### src/rtl/wb_arbiter.sv
// Writeback arbiter: merges ALU results and buffered memory loads onto the register-file
// write port, with a 2-entry load FIFO, pending-destination mask and starvation stall.
module wb_arbiter #(
  parameter int unsigned STARVE_LIMIT = 3
) (
  input  logic       clk_i,
  input  logic       rst_i,
  input  logic       alu_valid_i,
  input  logic [2:0] alu_addr_i,
  input  logic [7:0] alu_data_i,
  input  logic       alu_cb_valid_i,
  input  logic       alu_cb_i,
  input  logic       mem_valid_i,
  input  logic [2:0] mem_addr_i,
  input  logic [7:0] mem_data_i,
  output logic       mem_ready_o,
  output logic       write_o,
  output logic [2:0] write_addr_o,
  output logic [7:0] write_data_o,
  output logic       write_CB_o,
  output logic       cb_data_o,
  output logic [7:0] busy_o,
  output logic       stall_o,
  output logic       err_o
);

  localparam logic [2:0] StarveLim = 3'(STARVE_LIMIT);

  logic [2:0] fifo_addr_q [2];
  logic [7:0] fifo_data_q [2];
  logic [1:0] count_q, count_d;
  logic       wr_ptr_q, rd_ptr_q;
  logic [2:0] age_q, age_d;
  logic       err_q;

  logic       write_q, write_d;
  logic [2:0] write_addr_q, write_addr_d;
  logic [7:0] write_data_q, write_data_d;
  logic       write_cb_q, cb_data_q;

  logic       non_empty;
  logic       push, pop, sel_alu;

  assign non_empty   = (count_q != 2'd0);
  // Ready looks only at the registered count; a same-cycle pop does not free a slot.
  assign mem_ready_o = !rst_i && (count_q < 2'd2);
  assign push        = mem_valid_i && mem_ready_o;
  assign stall_o     = non_empty && (age_q >= StarveLim);

  // Stall forces the head out and drops any ALU result; otherwise ALU has priority.
  assign pop     = non_empty && (stall_o || !alu_valid_i);
  assign sel_alu = alu_valid_i && !stall_o;

  always_comb begin
    count_d = count_q;
    if (push && !pop) begin
      count_d = count_q + 2'd1;
    end else if (pop && !push) begin
      count_d = count_q - 2'd1;
    end
  end

  always_comb begin
    age_d = age_q;
    if (!non_empty || pop) begin
      age_d = 3'd0;
    end else if (age_q != 3'd7) begin
      age_d = age_q + 3'd1;
    end
  end

  always_comb begin
    write_d      = 1'b0;
    write_addr_d = write_addr_q;
    write_data_d = write_data_q;
    if (sel_alu) begin
      write_d      = 1'b1;
      write_addr_d = alu_addr_i;
      write_data_d = alu_data_i;
    end else if (pop) begin
      write_d      = 1'b1;
      write_addr_d = fifo_addr_q[rd_ptr_q];
      write_data_d = fifo_data_q[rd_ptr_q];
    end
  end

  always_ff @(posedge clk_i or posedge rst_i) begin
    if (rst_i) begin
      fifo_addr_q[0] <= 3'd0;
      fifo_addr_q[1] <= 3'd0;
      fifo_data_q[0] <= 8'd0;
      fifo_data_q[1] <= 8'd0;
      count_q        <= 2'd0;
      wr_ptr_q       <= 1'b0;
      rd_ptr_q       <= 1'b0;
      age_q          <= 3'd0;
      err_q          <= 1'b0;
    end else begin
      if (push) begin
        fifo_addr_q[wr_ptr_q] <= mem_addr_i;
        fifo_data_q[wr_ptr_q] <= mem_data_i;
        wr_ptr_q              <= ~wr_ptr_q;
      end
      if (pop) begin
        rd_ptr_q <= ~rd_ptr_q;
      end
      count_q <= count_d;
      age_q   <= age_d;
      if (alu_valid_i && stall_o) begin
        err_q <= 1'b1;
      end
    end
  end

  always_ff @(posedge clk_i or posedge rst_i) begin
    if (rst_i) begin
      write_q      <= 1'b0;
      write_addr_q <= 3'd0;
      write_data_q <= 8'd0;
      write_cb_q   <= 1'b0;
      cb_data_q    <= 1'b0;
    end else begin
      write_q      <= write_d;
      write_addr_q <= write_addr_d;
      write_data_q <= write_data_d;
      write_cb_q   <= alu_cb_valid_i;
      if (alu_cb_valid_i) begin
        cb_data_q <= alu_cb_i;
      end
    end
  end

  // Pending-destination mask covers only entries still held in the FIFO.
  always_comb begin
    busy_o = 8'd0;
    if (count_q != 2'd0) begin
      busy_o[fifo_addr_q[rd_ptr_q]] = 1'b1;
    end
    if (count_q == 2'd2) begin
      busy_o[fifo_addr_q[~rd_ptr_q]] = 1'b1;
    end
  end

  assign write_o      = write_q;
  assign write_addr_o = write_addr_q;
  assign write_data_o = write_data_q;
  assign write_CB_o   = write_cb_q;
  assign cb_data_o    = cb_data_q;
  assign err_o        = err_q;

endmodule
### config.mk
export PLATFORM = sky130hd
export DESIGN_NAME = wb_arbiter
export DESIGN_NICKNAME = d
export VERILOG_FILES = /design/src/rtl/wb_arbiter.sv
export SDC_FILE = /design/constraint.sdc
export NUM_CORES = 1
export LEC_CHECK = 0
export ABC_AREA = 1
export CAP_MARGIN = 0
export CORE_MARGIN = 2
export CORE_UTILIZATION = 25
export DETAILED_ROUTE_END_ITERATION = 8
export PLACE_DENSITY_LB_ADDON = 0.12
export SLEW_MARGIN = 20
export SYNTH_ARGS = -nofsm -noshare
export SYNTH_HDL_FRONTEND = slang
export SYNTH_SLANG_ARGS = --single-unit
### constraint.sdc
create_clock -name clk_i -period 2.1 [get_ports clk_i]
set_input_delay 0.42 -clock clk_i [delete_from_list [all_inputs] [get_ports clk_i]]
set_output_delay 0.42 -clock clk_i [all_outputs]
set_load 0.02 [all_outputs]
Word level (Yosys, flattened, before mapping)
Cells that the tools add are included.
- register bits: 44
- logic and storage cells: 89
- $add $sub $neg: 3
- order comparisons: 10
- equality and inequality tests: 2
- muxes and demuxes: 31
- bitwise operators: 6
- reduce and logical (&&, ||, !) cells: 23
- operators with widths (operator ; number):
    $mux 8 ; 8
    $mux 3 ; 11
    $bwmux 16 ; 1
    $logic_and 1x1->1 ; 11
    $demux 8 s1 ; 1
    $lt 3x4->1 const B ; 2
    $or 8x8->8 ; 1
    $reduce_bool 2->1 ; 4
    $bwmux 6 ; 1
    $demux 1 s3 ; 2
    $ge 2x2->1 const B ; 3
    $ge 3x1->1 const B ; 2
    $logic_not 1->1 ; 6
    $not 1->2 ; 3
    $mux 1 ; 4
    $mux 2 ; 2
    $add 3x1->3 const B ; 1
    $demux 3 s1 ; 1
    $ge 3x2->1 const B ; 1
    $ne 3x3->1 const B ; 1
    $add 2x1->2 const B ; 1
    $eq 2x2->1 const B ; 1
    $logic_or 1x1->1 ; 2
    $lt 2x1->1 const B ; 1
    other kinds (3) ; 4

Depth between registers and ports, before layout
- word-level depth: 11
- mapped depth: 11
- depth with buffers taken out: 11

Least setup slack after synthesis
Ideal clock, no wire load.
- kind: reg-to-reg
- start point: register age_q[0]
- end point: register count_q[1]
- setup time: 0.131 ns
- arrival: 1.750 ns
- data required time: 1.969 ns
- slack: 0.219 ns
- cell stages (with the launch flop): 12
- path buffers: 0
- clock period less this slack: 1.881 ns
- path through: dfrtp_1 > ha_1 > ha_1 > nor2_1 > nand2_1 > nand2_2 > nand2_1 > nand2_1 > ha_1 > a21oi_1 > o21ai_0 > xor2_1
- longest elaborated chain between the ends: 7
- elaborated cells between the ends (all ways): 9
- RTL lines (what ; line ; RTL):
    start, declared ; 33 ; logic [2:0] age_q, age_d;
    start signal, assigned ; 108 ; age_q <= age_d;
    $ge 3x2->1 (*) ; 48 ; assign stall_o = non_empty && (age_q >= StarveLim);
    $logic_and 1x1->1 (*) ; 48 ;
    $logic_or 1x1->1 (*) ; 51 ; assign pop = non_empty && (stall_o || !alu_valid_i);
    $logic_and 1x1->1 (*) ; 51 ;
    $logic_not 1->1 ; 56 ; if (push && !pop) begin
    $logic_and 1x1->1 ; 56 ;
    $mux 2 / $reduce_bool 2->1 (equally long branches) ; n/a ;
    end signal, assigned ; 107 ; count_q <= count_d;
    end, declared ; 31 ; logic [1:0] count_q, count_d;
Every way passes the cells marked *; elsewhere a longest branch is shown, timed or not.
A chain may end at the register's enable or synchronous reset.

Final worst setup path
- start point: register rd_ptr_q
- end point: output busy_o[5]
- longest elaborated chain between the ends: 11
- elaborated cells between the ends (all ways): 22
- RTL lines (what ; line ; RTL):
    start, declared ; 32 ; logic wr_ptr_q, rd_ptr_q;
    start signal, assigned ; 105 ; rd_ptr_q <= ~rd_ptr_q;
    $not 1->2 (implied by the code) / $not 1->1 (equally long branches) ; 137, 140 ;
    $mux 3 (implied by the code) / $not 1->2 (equally long branches) ; 137, 140 ;
    $mux 3 (on tied branches) (2 in a row) ; 137, 140 ;
    $lt 3x4->1 (implied by the code) (tied with other cells) ; 137 ; busy_o[fifo_addr_q[rd_ptr_q]] = 1'b1;
    $logic_and 1x1->1 (implied by the code) (tied with other cells) ; 137 ;
    $mux 1 (implied by the code) / $logic_and 1x1->1 (equally long branches) ; 137, 140 ;
    $demux 1 s3 / $mux 1 (equally long branches) ; 137, 140 ;
    $mux 8 / $demux 1 s3 (equally long branches) ; 136, 140 ;
    $or 8x8->8 (no source line) ; n/a ;
    $mux 8 (*) ; 139 ; if (count_q == 2'd2) begin
    end, declared ; 22 ; output logic [7:0] busy_o,
Every way passes the cells marked *; elsewhere a longest branch is shown, timed or not. The select of a mux whose other input is x is not followed.

==> impl.org <==
** Global routing
- Vias in the first global route :: 1943
- Pin count of the biggest net entering global routing :: 45
- All-Layer GR Usage :: 0.1154
- Gr ovfl total :: 0
- The number of antenna violations at the first check in global routing was 0.
- The first global-routing pass estimated 9135 um of wire.

** Setup path
- CP Launch Point :: rd_ptr_q$_DFFE_PP0P_
- In this run the critical register-to-register path is captured at count_q[1]$_DFFE_PP0P_.
- Number of cell instances on the worst register-to-register path :: 11
- Slowest stage cell, crit path :: sky130_fd_sc_hd__dfrtp_2
- The critical path goes through buf_4, o21ai_2, nand2_1, o21ai_0, clkdlybuf4s15_2.
- For this run, the slowest stage of the critical path takes 0.45 ns.
- Critical path class :: register to output port
- Startpoint types :: register
- Crit path DAT :: 1.65 ns
- Reg-to-reg setup timing slack :: 0.21 ns
- Critical path data required time :: 1.68 ns
- The worst register-to-register path begins at age_q[1]$_DFFE_PP0P_.
- Maximum fanout encountered on the critical timing path :: 7
- Crit path capture type :: output port

** Routing
- The final layout contains routed wiring with a total length of 5310 um.
- Once detail routing completed, the nets flagged for antenna violations numbered 0.
- Detailed-router iteration count before antenna repair :: 4
- DRC violations left :: 0
- Initial drt markers :: 80
- Per-cell routed wire length :: 11.57 um
- After detailed routing, the number of vias per cell comes to 4.224.
- The final route contains 1939 vias.

** Pwr
- Power comes to 4.324 mW.
- The internal power of the cells totals 2.460 mW.
- Fraction of power spent switching nets :: 0.4310
- Sequential share of power :: 0.339
- Combinational share of power :: 0.533
- Summed over all cells, the static leakage comes to 1.521 nW.
- Dividing total power by cell area gives a power density of 1407 mW/mm^2.
- Maximum vdd ir drop :: 436.4 uV
- Of the total power, the clock network draws 0.129.
- Switching component of the power :: 1.864 mW

** Cells and area
- Area Overhead vs Synth :: 34.35%
- Post-layout nets :: 382
- Post-route insts no fill :: 459
- The filler cells instantiated in the layout total 970.
- Layout cell share with drive strength beyond 1 :: 0.1766
- Multi-input combinational cell area :: 968.4 sq um
- Antenna Diode Count :: 0
- Sequential cell area :: 0.001102 sq mm
- The library cells used most frequently in the layout, excluding fill and tap cells, are sky130_fd_sc_hd__nand2_1 (88), sky130_fd_sc_hd__dfrtp_1 (43), sky130_fd_sc_hd__clkdlybuf4s50_1 (43).
- Most common cell after layout, fill and taps aside :: sky130_fd_sc_hd__nand2_1

** Timing
- In the finished design, the share of the clock period the worst path needs comes to 0.9867.
- The total count of hold-check failures in the final report was 0.
- Slew at the pin closest to its max-slew limit :: 0.4835 ns
- The worst pin sits at a relative slew slack of 0.6773.
- Largest clock skew in the final design :: 0.01055 ns
- The worst path in the final design needs a cycle of 2.072 ns, including I/O delays and setup.
- After layout, the worst setup slack is 0.02799 ns.
- Across all hold checks on the routed design, the worst slack comes to 0.4753 ns.
- Timing would allow up to 482.6 MHz.
- The final number of max-transition violations was 0.
- Final setup violation count :: 0
- Setup repair after global routing missed its margin :: yes

** Worst hold path
- The min-delay analysis places its worst path in the category register to register.
- Worst Hold Path EP :: err_o$_DFFE_PP0P_
- Counting instances, the worst hold path has a depth of 1.
- In this run the most critical hold path is launched from err_o$_DFFE_PP0P_.

** CTS
- No sink is reached through more buffers than the 2 on the longest clock path.
- CTS saw 44 sinks.
- After clock tree synthesis, the clock-pin slew on the worst setup and hold paths is 0.09 ns.
- Worst skew pair latency :: 0.30 ns
- Clock tree from TritonCTS :: done
- Count of H-tree levels built during CTS :: 2
- Root Driver :: sky130_fd_sc_hd__clkbuf_8
- In this run, CTS created clock tree buffers numbering 5.

** Placed design
- Once placement completed, the tool counted placed cells totaling 449.
- During placement, the flow inserted port buffers numbering 52.
- Routability-driven placement finished with a final weighted congestion of 0.7658.
- Detailed placement ended at an HPWL of 3749 um.
- Pre-CTS setup slack :: -0.08991 ns

** Synth
- Yosys mapped the design onto 27 distinct sky130hd cell types.
- A synthesized cell averages 7.914 sq um.
- Cell count after synthesis :: 289
- For this run, the number of Yosys warnings is 0.
- Counting flops and latches in the post-synthesis netlist gives 44.
- When the netlist entered floorplanning its net count stood at 321.
- The share of the Yosys chip area taken by registers is 0.4814.
- Area of the mapped netlist :: 0.002287 sq mm

** Floorplan
- During I/O placement, the number of pins put on the boundary was 53.
- The initial utilization of the core area, before any placement, comes to 0.2597.
- The core region is 0.008806 sq mm.
- Die outline area :: 0.009930 sq mm
- Vert. Die Dim :: 99.65 um
- From left edge to right edge, the die measures 99.65 um.
- Num rows :: 34

** Run
- Across the run, the number of max-cap violations was 0.

** Status
- The flow ran to the end, and the final reports show no timing, DRC or antenna violations.
==> registers in the layout (all words and copies together) (netlist names) <==
signal	flops
wr_ptr_q	1
fifo_data_q	16
write_data_o	8
cb_data_o	1
write_addr_o	3
count_q	2
write_CB_o	1
rd_ptr_q	1
fifo_addr_q	6
write_o	1
age_q	3
err_o	1
==> synthesized netlist by cell type <==
cell type                  count  area share
sky130_fd_sc_hd__xor2_1        2      0.0077
sky130_fd_sc_hd__mux2i_1       1      0.0044
sky130_fd_sc_hd__nor2_1       10       0.016
sky130_fd_sc_hd__and2_1        1      0.0027
sky130_fd_sc_hd__nand2_1      90        0.15
sky130_fd_sc_hd__inv_2         1      0.0016
sky130_fd_sc_hd__o21ai_2      11       0.042
sky130_fd_sc_hd__mux2_2        1      0.0049
sky130_fd_sc_hd__xnor2_1       1      0.0038
sky130_fd_sc_hd__o21ai_0      34       0.074
sky130_fd_sc_hd__dfrtp_1      44        0.48
sky130_fd_sc_hd__buf_2         3      0.0066
sky130_fd_sc_hd__clkbuf_1      4      0.0066
sky130_fd_sc_hd__inv_1        43       0.071
sky130_fd_sc_hd__o211ai_1      1      0.0033
sky130_fd_sc_hd__or2_1         1      0.0027
sky130_fd_sc_hd__nand2_2       2      0.0055
sky130_fd_sc_hd__a31o_2        1      0.0038
sky130_fd_sc_hd__buf_6         2      0.0098
sky130_fd_sc_hd__nand3b_1      1      0.0033
sky130_fd_sc_hd__ha_1          4       0.022
sky130_fd_sc_hd__nand3_1      23       0.050
sky130_fd_sc_hd__a21oi_1       1      0.0022
sky130_fd_sc_hd__nor2_2        2      0.0055
sky130_fd_sc_hd__nor3_2        1      0.0044
sky130_fd_sc_hd__buf_4         3      0.0098
sky130_fd_sc_hd__buf_8         1      0.0066
==> stage by stage <==
stage | setup TNS, ns | instance area [sq um] | util
CTS | -0.03441 | 3050 | 0.3464
finish | 0 | 3073 | 0.3490
detailed placement | -0.4947 | 2963 | 0.3365
global placement | -0.3074 | 2963 | 0.3365
global route | -0.07928 | 3073 | 0.3490
floorplan | 0 | 2287 | -
==> power by group through the flow <==
stage | clock network [mW] | logic, mW | registers (mW)
2_1_floorplan | 0 | 1.30 | 1.58
3_3_place_gp | 0 | 2.28 | 1.48
3_5_place_dp | 0 | 2.28 | 1.48
4_1_cts | 0.579 | 2.24 | 1.47
5_1_grt | 0.614 | 2.60 | 1.53
6_report | 0.556 | 2.30 | 1.46
==> worst max path at each step <==
stage,cells after the start,to
after floorplan,11,count_q[1]$_DFFE_PP0P_
after global placement,6,busy_o[6]
after detailed placement,5,busy_o[6]
after CTS,6,busy_o[3]
after global routing,6,busy_o[5]
final,5,busy_o[5]
==> cell families (layout without fill, tap and decap cells) <==
family          count (synthesis)  count (layout)  synth area share
flops                          44              44            0.4814
compound gates                 48              48            0.1258
mux                             2               2          0.009300
buf+inv                        57             119            0.1116
simple gates                  131             131            0.2385
xor+xnor                        3               3           0.01149
fa+ha+maj                       4               4           0.02188
==> per-layer routing <==
layer	up-vias	part of all wire	track usage
li1	1022	-	-
met2	48	0.44	0.1757
met5	-	0	0
met4	0	0.012	0.03793
met1	863	0.50	0.1602
met3	6	0.056	0.02952
==> layout make-up <==
type,instances,area share
clock inverters,2,0.003257
repair buffers,67,0.1983
flip-flops and latches,44,0.3587
inverters,44,0.05375
well taps,108,0.04397
multi-input cells,188,0.3151
clock buffers,6,0.02687
==> repair_timing <==
item | CTS | global route
hold buffers | 0 | 0
resized for setup | 41 | 25
buffers inserted | 0 | 2
setup endpoints to repair | 9 | 10
pin swaps | 0 | 5
==> critical path, delay by kind of cell (launching register included) <==
family	cells	cell delay, ns
AO/OA/AOI/OAI	2	0.36
AND/OR/NAND/NOR	1	0.10
buffers and inverters	2	0.45
flip-flops	1	0.45
(Power assumes the default switching activity.)
